<file path="src/rtl/ysyx_22041211_instenc.sv">
// Instruction encoder: packs ADDI/LUI/AUIPC/JAL requests into RV32I words and queues them in a small FIFO.
// Optional macro YSYX_22041211_ENC_LI_EN builds the two-word LI pseudo-op (LUI + ADDI) and its LI_LO state.
module ysyx_22041211_instenc #(
    parameter int DATA_LEN = 32,
    parameter int DEPTH    = 4
) (
    input  logic                    clk,
    input  logic                    rst,
    // Both ports: a transfer happens on a rising edge where valid && ready; valid never waits on ready.
    input  logic                    req_valid,
    output logic                    req_ready,
    input  logic [2:0]              req_op,
    input  logic [4:0]              req_rd,
    input  logic [4:0]              req_rs1,
    input  logic [DATA_LEN-1:0]     req_imm,
    output logic                    inst_valid,
    input  logic                    inst_ready,
    output logic [DATA_LEN-1:0]     inst,
    output logic                    imm_err,
    output logic                    dbg_state,
    output logic [$clog2(DEPTH):0]  dbg_count
);

    localparam int AW = $clog2(DEPTH);
    localparam int CW = AW + 1;
    localparam logic [AW-1:0] PTR_ONE = AW'(1);
    localparam logic [CW-1:0] CNT_ONE = CW'(1);
    localparam logic [CW-1:0] DEPTH_C = CW'(DEPTH);

    localparam logic [2:0] OP_ADDI  = 3'b000;
    localparam logic [2:0] OP_LUI   = 3'b001;
    localparam logic [2:0] OP_AUIPC = 3'b010;
    localparam logic [2:0] OP_JAL   = 3'b011;
`ifdef YSYX_22041211_ENC_LI_EN
    localparam logic [2:0] OP_LI    = 3'b100;
`endif

    localparam logic [6:0] OPC_OPIMM = 7'b0010011;
    localparam logic [6:0] OPC_LUI   = 7'b0110111;
    localparam logic [6:0] OPC_AUIPC = 7'b0010111;
    localparam logic [6:0] OPC_JAL   = 7'b1101111;

    typedef enum logic {
        IDLE  = 1'b0,
        LI_LO = 1'b1
    } state_t;

    state_t state, state_nxt;

    logic [DATA_LEN-1:0] mem [DEPTH];
    logic [AW-1:0]       wptr, rptr;
    logic [CW-1:0]       count;
    logic                space, accept, push, pop;
    logic [DATA_LEN-1:0] push_word;

    logic                fits12, fits21;
    logic [DATA_LEN-1:0] enc_word;
    logic                enc_err;

`ifdef YSYX_22041211_ENC_LI_EN
    logic                enc_two;
    logic [19:0]         li_hi;
    logic [4:0]          lo_rd;
    logic [11:0]         lo_imm;
    logic [DATA_LEN-1:0] lo_word;

    // LUI takes the upper part rounded so that the sign-extended low ADDI lands on the exact value.
    assign li_hi   = req_imm[DATA_LEN-1:12] + {19'd0, req_imm[11]};
    assign lo_word = {lo_imm, lo_rd, 3'b000, lo_rd, OPC_OPIMM};
`endif

    assign fits12 = (&req_imm[DATA_LEN-1:11]) | ~(|req_imm[DATA_LEN-1:11]);
    assign fits21 = (&req_imm[DATA_LEN-1:20]) | ~(|req_imm[DATA_LEN-1:20]);

    always_comb begin
        enc_word = '0;
        enc_err  = 1'b0;
`ifdef YSYX_22041211_ENC_LI_EN
        enc_two  = 1'b0;
`endif
        case (req_op)
            OP_ADDI: begin
                enc_err  = ~fits12;
                enc_word = {req_imm[11:0], req_rs1, 3'b000, req_rd, OPC_OPIMM};
            end
            OP_LUI:   enc_word = {req_imm[DATA_LEN-1:12], req_rd, OPC_LUI};
            OP_AUIPC: enc_word = {req_imm[DATA_LEN-1:12], req_rd, OPC_AUIPC};
            OP_JAL: begin
                enc_err  = req_imm[0] | ~fits21;
                enc_word = {req_imm[20], req_imm[10:1], req_imm[11], req_imm[19:12], req_rd, OPC_JAL};
            end
`ifdef YSYX_22041211_ENC_LI_EN
            OP_LI: begin
                if (fits12) begin
                    enc_word = {req_imm[11:0], 5'd0, 3'b000, req_rd, OPC_OPIMM};
                end else begin
                    enc_word = {li_hi, req_rd, OPC_LUI};
                    enc_two  = |req_imm[11:0];
                end
            end
`endif
            default: enc_err = 1'b1;
        endcase
    end

    // Back-pressure looks at the registered count only; a pop in the same cycle frees no slot.
    assign space  = (count < DEPTH_C);
    assign accept = req_valid && req_ready;
    assign pop    = inst_valid && inst_ready;

    always_ff @(posedge clk) begin
        if (rst) state <= IDLE;
        else     state <= state_nxt;
    end

`ifdef YSYX_22041211_ENC_LI_EN
    always_comb begin
        state_nxt = state;
        case (state)
            IDLE:    if (accept && !enc_err && enc_two) state_nxt = LI_LO;
            LI_LO:   if (space) state_nxt = IDLE;
            default: state_nxt = IDLE;
        endcase
    end

    always_ff @(posedge clk) begin
        if (accept) begin
            lo_rd  <= req_rd;
            lo_imm <= req_imm[11:0];
        end
    end
`else
    always_comb state_nxt = IDLE;
`endif

    always_comb begin
        req_ready = 1'b0;
        push      = 1'b0;
        push_word = enc_word;
        case (state)
            IDLE: begin
                req_ready = !rst && space;
                push      = req_valid && req_ready && !enc_err;
            end
`ifdef YSYX_22041211_ENC_LI_EN
            LI_LO: begin
                push      = space;
                push_word = lo_word;
            end
`endif
            default: ;
        endcase
    end

    always_ff @(posedge clk) begin
        if (rst) begin
            wptr    <= '0;
            rptr    <= '0;
            count   <= '0;
            imm_err <= 1'b0;
        end else begin
            imm_err <= accept && enc_err;
            if (push) wptr <= wptr + PTR_ONE;
            if (pop)  rptr <= rptr + PTR_ONE;
            case ({push, pop})
                2'b10:   count <= count + CNT_ONE;
                2'b01:   count <= count - CNT_ONE;
                default: ;
            endcase
        end
    end

    always_ff @(posedge clk) begin
        if (push) mem[wptr] <= push_word;
    end

    assign inst_valid = (count != '0);
    assign inst       = inst_valid ? mem[rptr] : '0;
    assign dbg_state  = state;
    assign dbg_count  = count;

endmodule

</file>
<file path="config.mk">
export PLATFORM = sky130hd
export DESIGN_NAME = ysyx_22041211_instenc
export DESIGN_NICKNAME = d
export VERILOG_FILES = /design/src/rtl/ysyx_22041211_instenc.sv
export SDC_FILE = /design/constraint.sdc
export NUM_CORES = 1
export LEC_CHECK = 0
export CELL_PAD_IN_SITES_DETAIL_PLACEMENT = 0
export CELL_PAD_IN_SITES_GLOBAL_PLACEMENT = 1
export CORE_MARGIN = 1.5
export CORE_UTILIZATION = 45
export DETAILED_ROUTE_END_ITERATION = 12
export PLACE_DENSITY_LB_ADDON = 0.15
export SLEW_MARGIN = 0
export SYNTH_ARGS = -nofsm -noshare
export SYNTH_HDL_FRONTEND = slang
export SYNTH_SLANG_ARGS = --single-unit
export TNS_END_PERCENT = 20
</file>
<file path="constraint.sdc">
create_clock -name clk -period 2.7 [get_ports clk]
set_clock_uncertainty 0.05 [all_clocks]
set_input_delay 0.54 -clock clk [delete_from_list [all_inputs] [get_ports clk]]
set_output_delay 0.54 -clock clk [all_outputs]
set_load 0.02 [all_outputs]
</file>
Yosys cells after proc, flatten, opt, wreduce, memory -nomap -nowiden. Memory sizes are Yosys's and may differ from the RTL's. A register that Yosys moved wholly into a read port is not among the register bits. Cells that the tools add are included.

Add/subtract/negate cells: 4. Multiply operators: 0. Div/mod/pow operators: 0. $lt $le $gt $ge: 1. Equal/unequal tests: 5. Shift operators: 0. Multiplexer cells: 8. Bitwise logic cells: 7. Reductions and logical operators: 15.

Operators with widths (count): 32-bit case mux with 4 select lines (1); 32-bit 2-to-1 mux (1); 21-bit AND reduction (1); 21-bit OR reduction (1); 12-bit AND reduction (1); 12-bit OR reduction (1); 3-bit by 2-bit equality test with 1-bit output (second input constant) (2); 3-bit case mux with 2 select lines (1); 1-bit logical AND (5); 2-bit by 1-bit adder with 2-bit output (second input constant) (2); 2-bit 2-to-1 mux (2); 1-bit inverter (4); 3-bit by 1-bit adder with 3-bit output (second input constant) (1); 3-bit by 1-bit equality test with 1-bit output (second input constant) (1); 3-bit logical NOT (1); 3-bit < comparator (second input constant) (1); 1-bit OR (3); 1-bit case mux with 3 select lines (1); 3-bit nonzero test (1); 3-bit by 1-bit subtractor with 3-bit output (second input constant) (1); 2-bit by 1-bit equality test with 1-bit output (second input constant) (1); 2-bit equality test (second input constant) (1); 1-bit logical NOT (2); 1-bit 2-to-1 mux (2); 2 further kinds (2).

Register bits: 8. Bits in latches: 0. Bits in writable memories: 128. Bits in read-only memories: 0. Input bits: 49. Output and inout bits: 39. Memories: 1.

Memories: mem (depth 4, bits a word 32, read ports 1, clocked after memory_dff 1, write ports 1, line 50) `logic [DATA_LEN-1:0] mem [DEPTH];`.

Longest topological paths before layout. Gate-level depths: netlist (run 1).

Depth in word-level cells: 10. Gate-level depth with buffers: 12. Gate-level depth less buffers: 11.

Worst setup path after synthesis (run 1). No wires, ideal clock.

Path kind: in2reg. Start: in req_op[0]. End: reg count[2], in the netlist dbg_count[2]. Setup time: 0.070 ns. Arrival: 2.430 ns. Data required time: 2.580 ns. Setup slack: 0.150 ns. Stages: 10. Buffers on the path: 0. Cell sequence: nor2_1 > a21boi_1 > a21oi_2 > inv_2 > ha_1 > inv_1 > fa_1 > xor2_1 > or3_1 > a21oi_1.

Cells in the longest elaborated chain, start to end: 7. Elaborated cells between the ends (all ways): 12. Classes of those cells: 5 x eq/ne; 2 x mux; 5 x reduce/logical.

RTL lines: start, declared (line 12) `input logic [2:0] req_op,`; 3-bit by 2-bit equality test with 1-bit output / 3-bit by 1-bit equality test with 1-bit output (equally long branches) (line 81) `case (req_op)`; 2-bit OR reduction (no source line); 1-bit case mux with 3 select lines * (line 81); 1-bit logical NOT * (line 143) `push = req_valid && req_ready && !enc_err;`; 1-bit logical AND * (line 143); 2-bit by 1-bit equality test with 1-bit output / 2-bit equality test (equally long branches) (line 165) `case ({push, pop})`; 3-bit case mux with 2 select lines / 2-bit nonzero test (equally long branches); end signal, assigned (line 166) `2'b10: count <= count + CNT_ONE;`; end signal, assigned (line 167) `2'b01: count <= count - CNT_ONE;`; end, declared (line 52) `logic [CW-1:0] count;`.

Every way passes the cells marked *; elsewhere a longest branch is shown, timed or not. A chain may end at the register's enable or synchronous reset.

==> key figures, run 1 <==
STA
  – Final Hold Viols: 0
  – Max-slew violation count: 0
  – Post-route setup slack: 0.0787 ns
  – Max Clk Rate: 0.381 GHz
  – Fin Setup TNS: 0 ns
  – Shortest period the worst path allows: between 2 and 3 ns
  – Final setup viols: 0
  – Setup repair after global routing missed its margin: yes
  – Pin slew with the least headroom to its limit: 1.01 ns
  – Rel. slew slack: approximately 32%
  – Period Utilization, post-route: 97.1%

Synth
  – EDFF count, synth: 120
  – Synth Warn #: 0
  – Area leader, netlist: edfxtp_1
  – Post-Syn Instances: 345
  – Ys flop type: edfxtp_1
  – Syn Nets: 400
  – Synth top area share: 64.8%
  – Mapped cell area: between 5000 and 6000 um^2
  – Register area share after synthesis: 68.4%
  – Yosys reg bits: 130
  – Synth Area per Inst: 16.1 um^2
  – Largest cells by area after synthesis: edfxtp_1 65%, mux4_2 12%, and2_1 3.8%
  – Unique masters post-synth: 40
  – Async S/R FF share, synth: 0%

Global routing
  – GRT Resource Usage Total: approximately a fifth
  – Global route total overflow: 0
  – First-pass GRT wire length: about 18 mm
  – Initial antenna violation count: 0
  – Largest net degree at the start of global routing: 28
  – Vias in the first global route: 3497

Setup path
  – Crit path DAT: slightly above 2 ns
  – Levels on crit path: 4
  – R2r startpoint: dbg_count[2]
  – CP Capture Point: inst[19]
  – Worst r2r path cells: 9
  – Crit end category: output pin
  – Worst path bufs/invs: 2
  – CP Cell Sequence: buf_12, mux4_2, and2_1, dlygate4sd2_1
  – WS Path Type: flip-flop to output pin
  – CP max FO: 14
  – Crit path required time: ~2.1 ns
  – Cell family with most CP delay: multiplexers
  – Crit-path slowest cell: mux4_2
  – Max incr delay on CP: 0.52 ns
  – Startpoint types: flip-flop
  – R2R setup slack: 0.45 ns
  – Capturing point of the worst reg2reg path: dbg_count[2]

Final layout
  – Reg area: 3810 um^2
  – Syn-to-layout area delta: 35.9%
  – Diode count: 0
  – Layout Cells excl Fill: 632
  – Layout cell share with drive strength beyond 1: 24.5%
  – Final nets: 527
  – Fillers: about 890
  – Fin area: ~7600 um^2
  – Multi-input logic area: 1670 um^2

Status
  – Status: completed

Placed design
  – DP Cell Count: roughly 600
  – GPL Wtd Cong: 0.801
  – Place WS: -0.346 ns
  – Port Buf Inserts: between 80 and 90
  – Post-DP HPWL: 7.88 mm
  – DP Area: 6890 um^2

Drt
  – Final ANT Viol Nets: 0
  – Final WL: 12.0 mm
  – Vias per cell: about 5.4
  – WL/cell: 19.0 um
  – Via count: 3416
  – DRC Markers: 0
  – 1st-iter DRT viols: 179
  – 1st-pass router iterations: 5

Clock network
  – Clock sinks: 130
  – Clock-pin slew on the worst setup and hold paths: 0.06 ns
  – CTS Buf Count: 17
  – Post-CTS Hold Buffers: 0
  – Clk buf depth: 2
  – Worst skew pair latency: about 0.41 ns
  – H-tree Lvls: 4
  – TritonCTS clock tree: done
  – CTS Root Cell: clkbuf_16

Run
  – Maxcap violations: 0

Floorplan
  – Core area: roughly 12000 um^2
  – Die height: 114 um
  – Initial Util: 46.3%
  – Die X: 114 um
  – # IOs: between 80 and 90
  – Die ar.: 13000 um^2
  – Rows: 40

Power and ir drop
  – Static Leak: 2.81 nW
  – Total power: ~5.4 mW
  – P per Cell Area: approximately 710 nW/um^2
  – Worst vdd ir: between 300 and 400 uV

Hold path
  – Hold Path Class: flip-flop to flip-flop
[routing by layer]
metal | global-route usage, % | share of wire (%) | vias to the layer above
met3 | 6.03 | 6.2 | 12
met5 | 0 | 0 | -
met4 | 6.00 | 1.1 | 0
met2 | 31.2 | 50 | 130
met1 | 26.2 | 43 | 1699
li1 | - | - | 1575
[cells in the mapped netlist, drive strengths merged (2+ instances only)]
cell type / instances
a21oi: 20
nand2: 30
nand3: 2
ha: 5
inv: 8
a211oi: 2
or3: 2
nor2: 15
mux2i: 2
dfxtp: 10
buf: 10
nand4: 5
mux4: 30
clkbuf: 9
xnor2: 2
and2: 38
nor4: 5
xor2: 4
nor2b: 6
o21ai: 8
edfxtp: 120
nor3: 3
[final cells by class]
class,instances,share of cell area (%)
clock buffers,19,5.73
inverters,8,0.397
clock inverters,13,2.43
well taps,147,2.43
multi-input cells,188,22.1
flip-flops and latches,130,50.4
repair buffers,127,16.6
[kinds of logic after synthesis]
kind of cell | share of synthesized area [%]
adder cells (fa/ha/maj) | 1.48
AO/OA/AOI/OAI | 3.28
XOR/XNOR | 0.945
multiplexers | 12.8
other | 0.0674
buffers and inverters | 2.25
flip-flops | 68.4
AND/OR/NAND/NOR | 10.8
[how the worst min path moves through the flow]
stage               slack [ns]     from  cells past startpoint      end
CTS                       0.46  wptr[0]                      1  wptr[0]
global route              0.46  wptr[0]                      1  wptr[0]
detailed placement        0.44  wptr[0]                      1  wptr[0]
global placement          0.43  wptr[0]                      1  wptr[0]
finish                    0.45  wptr[0]                      1  wptr[0]
floorplan                 0.42  wptr[0]                      1  wptr[0]
[repair_timing]
item,CTS,global route
resized for setup,33,30
pin swaps,0,9
setup endpoints to repair,32,11
setup buffers,0,1
[metrics by stage]
stage / util [%] / hold slack (ns)
6_report: 62.9 / 0.452
5_1_grt: 62.9 / 0.464
4_1_cts: 62.2 / 0.457
3_5_place_dp: 57.3 / 0.445
3_3_place_gp: 57.3 / 0.434
2_1_floorplan: - / 0.419
[power by group]
| part | switching, mW | internal (mW) | leakage, nW |
|---|---|---|---|
| clock network | 0.806 | 1.54 | 0.283 |
| registers | 0.0207 | 2.24 | 1.18 |
| logic | 0.404 | 0.375 | 1.35 |
| total | 1.23 | 4.15 | 2.81 |
[registers in the layout, summed over array words and instances, names as in the netlist, named ones only]
name and flops:
mem 120, dbg_count 3, rptr 2, wptr 2, imm_err 1
[cell usage in the layout, fill, tap and decap left out, drive strengths merged]
cell type / Yosys / layout
a211oi: 2 / 2
a21boi: 1 / 1
a21oi: 20 / 20
a31oi: 1 / 1
a41o: 1 / 1
and2: 38 / 38
and3: 1 / 1
buf: 10 / 41
bufinv: 0 / 4
clkbuf: 9 / 20
clkdlybuf4s15: 0 / 7
clkdlybuf4s50: 0 / 40
clkinv: 0 / 3
clkinvlp: 0 / 5
conb: 1 / 1
dfxtp: 10 / 10
dlygate4sd2: 0 / 23
dlymetal6s2s: 0 / 15
edfxtp: 120 / 120
fa: 1 / 1
ha: 5 / 5
inv: 8 / 9
mux2: 1 / 1
mux2i: 2 / 2
mux4: 30 / 30
nand2: 30 / 30
nand2b: 1 / 1
nand3: 2 / 2
nand4: 5 / 5
nor2: 15 / 15
nor2b: 6 / 6
nor3: 3 / 3
nor4: 5 / 5
o21ai: 8 / 8
or3: 2 / 2
or3b: 1 / 1
xnor2: 2 / 2
xor2: 4 / 4
Note: power is estimated with default switching activity, not from simulation.
==> run 2: changes to the inputs <==
--- a/config.mk
+++ b/config.mk
@@ -9,5 +9,5 @@
 export CELL_PAD_IN_SITES_GLOBAL_PLACEMENT = 1
 export CORE_MARGIN = 1.5
-export CORE_UTILIZATION = 45
+export CORE_UTILIZATION = 48
 export DETAILED_ROUTE_END_ITERATION = 12
 export PLACE_DENSITY_LB_ADDON = 0.15
==> constraint.sdc (replaced) <==
create_clock -name clk -period 3.1 [get_ports clk]
set_clock_uncertainty 0.05 [all_clocks]
set_input_delay 0.31 -clock clk [delete_from_list [all_inputs] [get_ports clk]]
set_output_delay 0.31 -clock clk [all_outputs]
set_load 0.02 [all_outputs]
==> key figures, run 2 (synthesized netlist as in run 1, its figures left out) <==
Status
  – Status: completed

Drt
  – Final ANT Viol Nets: 0
  – Via count: 3287
  – WL/cell: 18.9 um
  – Vias per cell: approximately 5.4
  – 1st-iter DRT viols: 178
  – Final WL: around 11 mm
  – 1st-pass router iterations: 4
  – DRC Markers: 0

Power and ir drop
  – P per Cell Area: 627 nW/um^2
  – Psw: 1.09 mW
  – Clock power frac: 41.8%
  – Sw Share: a little under a quarter
  – Worst vdd ir: 372 uV
  – Logic pwr share: 15.2%
  – Internal: 3.47 mW
  – Seq pwr share: between 40% and 50%
  – Static Leak: around 2.4 nW

Global routing
  – First-pass GRT wire length: 18.4 mm
  – GRT Resource Usage Total: between 20% and 30%
  – Initial antenna violation count: 0
  – Global route total overflow: 0
  – Vias in the first global route: 3485
  – Largest net degree at the start of global routing: 31

Floorplan
  – Rows: 39
  – Die X: around 110 um
  – # IOs: 88
  – Core area: 11400 um^2
  – Die ar.: 12200 um^2
  – Initial Util: 48.9%
  – Die height: 111 um

Placed design
  – GPL Wtd Cong: 0.745
  – Port Buf Inserts: 86
  – Post-DP HPWL: ~7.4 mm
  – Place WS: 0.0895 ns

Hold path
  – Hold Path Class: flip-flop to flip-flop

STA
  – Setup repair after global routing missed its margin: no
  – Pin slew with the least headroom to its limit: 0.509 ns
  – Post-route setup slack: approximately 0.45 ns
  – Max-slew violation count: 0
  – Max Clk Rate: 0.377 GHz
  – Fin Setup TNS: 0 ns
  – Period Utilization, post-route: approximately 86%
  – Shortest period the worst path allows: 2.65 ns
  – Hold Slack: 0.464 ns
  – Final setup viols: 0
  – Final Hold Viols: 0
  – Rel. slew slack: 65.9%

Clock network
  – Clk buf depth: 2
  – Post-CTS Hold Buffers: 0
  – H-tree Lvls: 4
  – TritonCTS clock tree: done
  – Clock sinks: 130
  – Setup bufs post-CTS: 0
  – CTS Root Cell: clkbuf_16
  – Worst skew pair latency: 0.40 ns
  – Resized Gates After CTS: 0
  – CTS Buf Count: 17
  – Clock-pin slew on the worst setup and hold paths: ~0.06 ns

Setup path
  – Cell family with most CP delay: buffers and inverters
  – Worst path bufs/invs: 2
  – Crit end category: output pin
  – WS Path Type: flip-flop to output pin
  – Max incr delay on CP: 0.56 ns
  – Crit path required time: 2.74 ns
  – CP Cell Sequence: buf_12, mux4_2, and2_1, clkdlybuf4s50_1
  – Crit-path slowest cell: mux4_2
  – Crit path DAT: 2.29 ns
  – CP max FO: 30
  – Startpoint types: flip-flop

Final layout
  – Final nets: 503
  – Syn-to-layout area delta: 30.6%
  – Commonest non-fill, non-tap cell in the layout: edfxtp_1
  – Max reg flops: 120
  – Finished Core Util: 63.9%
  – Diode count: 0
  – Layout cell share with drive strength beyond 1: 19.3%
  – Most frequent cells in the layout: 120 x edfxtp_1, 86 x clkdlybuf4s50_1, 34 x and2_1
  – Largest reg by FF count: mem

Run
  – Maxcap violations: 0
[run 2: cell count changes in the layout (fill, tap and decap cells not counted), moves of 3 or more]
cell,delta
clkdlybuf4s50_1,+46
dlygate4sd2_1,-23
buf_4,-22
dlymetal6s2s_1,-15
clkdlybuf4s15_1,-7
clkinv_1,+3
clkinvlp_4,-3
[run 2: worst paths after layout]
path,start,end,slack [ns],depth (start not counted)
worst max register to register,dbg_count[2],dbg_count[2],0.73,11
worst min-delay path,wptr[0],wptr[0],0.46,1
worst max-delay path,flip-flop,inst[0],0.45,4
worst min register to register,wptr[0],wptr[0],0.46,1
[run 2: through the flow]
step | cells | power [mW] | area, um^2
after floorplan | 345 | 2.38 | 5560
after global placement | 572 | 2.69 | 6700
after detailed placement | 572 | 2.70 | 6700
after CTS | 604 | 4.60 | 7260
after global routing | 604 | 4.72 | 7260
final | 604 | 4.56 | 7260
[run 2: layout make-up]
type / instances / area [um^2]
Fill cell: 858 / 4110
Sequential cell: 130 / 3800
Multi-Input combinational cell: 188 / 1630
Timing Repair Buffer: 103 / 1050
Clock buffer: 17 / 425
Tap cell: 143 / 179
Clock inverter: 15 / 140
Inverter: 8 / 30.0
[run 2: power groups by stage]
stage,sequential [mW],clock (mW),combinational [mW]
floorplan,2.00,0,0.382
global placement,1.99,0,0.696
detailed placement,2.00,0,0.702
CTS,1.96,1.94,0.705
global route,1.96,2.02,0.747
finish,1.96,1.91,0.691
[run 2: per-layer routing]
metal / part of all wire, % / vias to the layer above / GRT usage (%)
met5: 0 / - / 0
met4: 1.5 / 0 / 6.92
met3: 5.2 / 13 / 5.05
met2: 51 / 90 / 33.8
met1: 42 / 1669 / 25.5
li1: - / 1515 / -
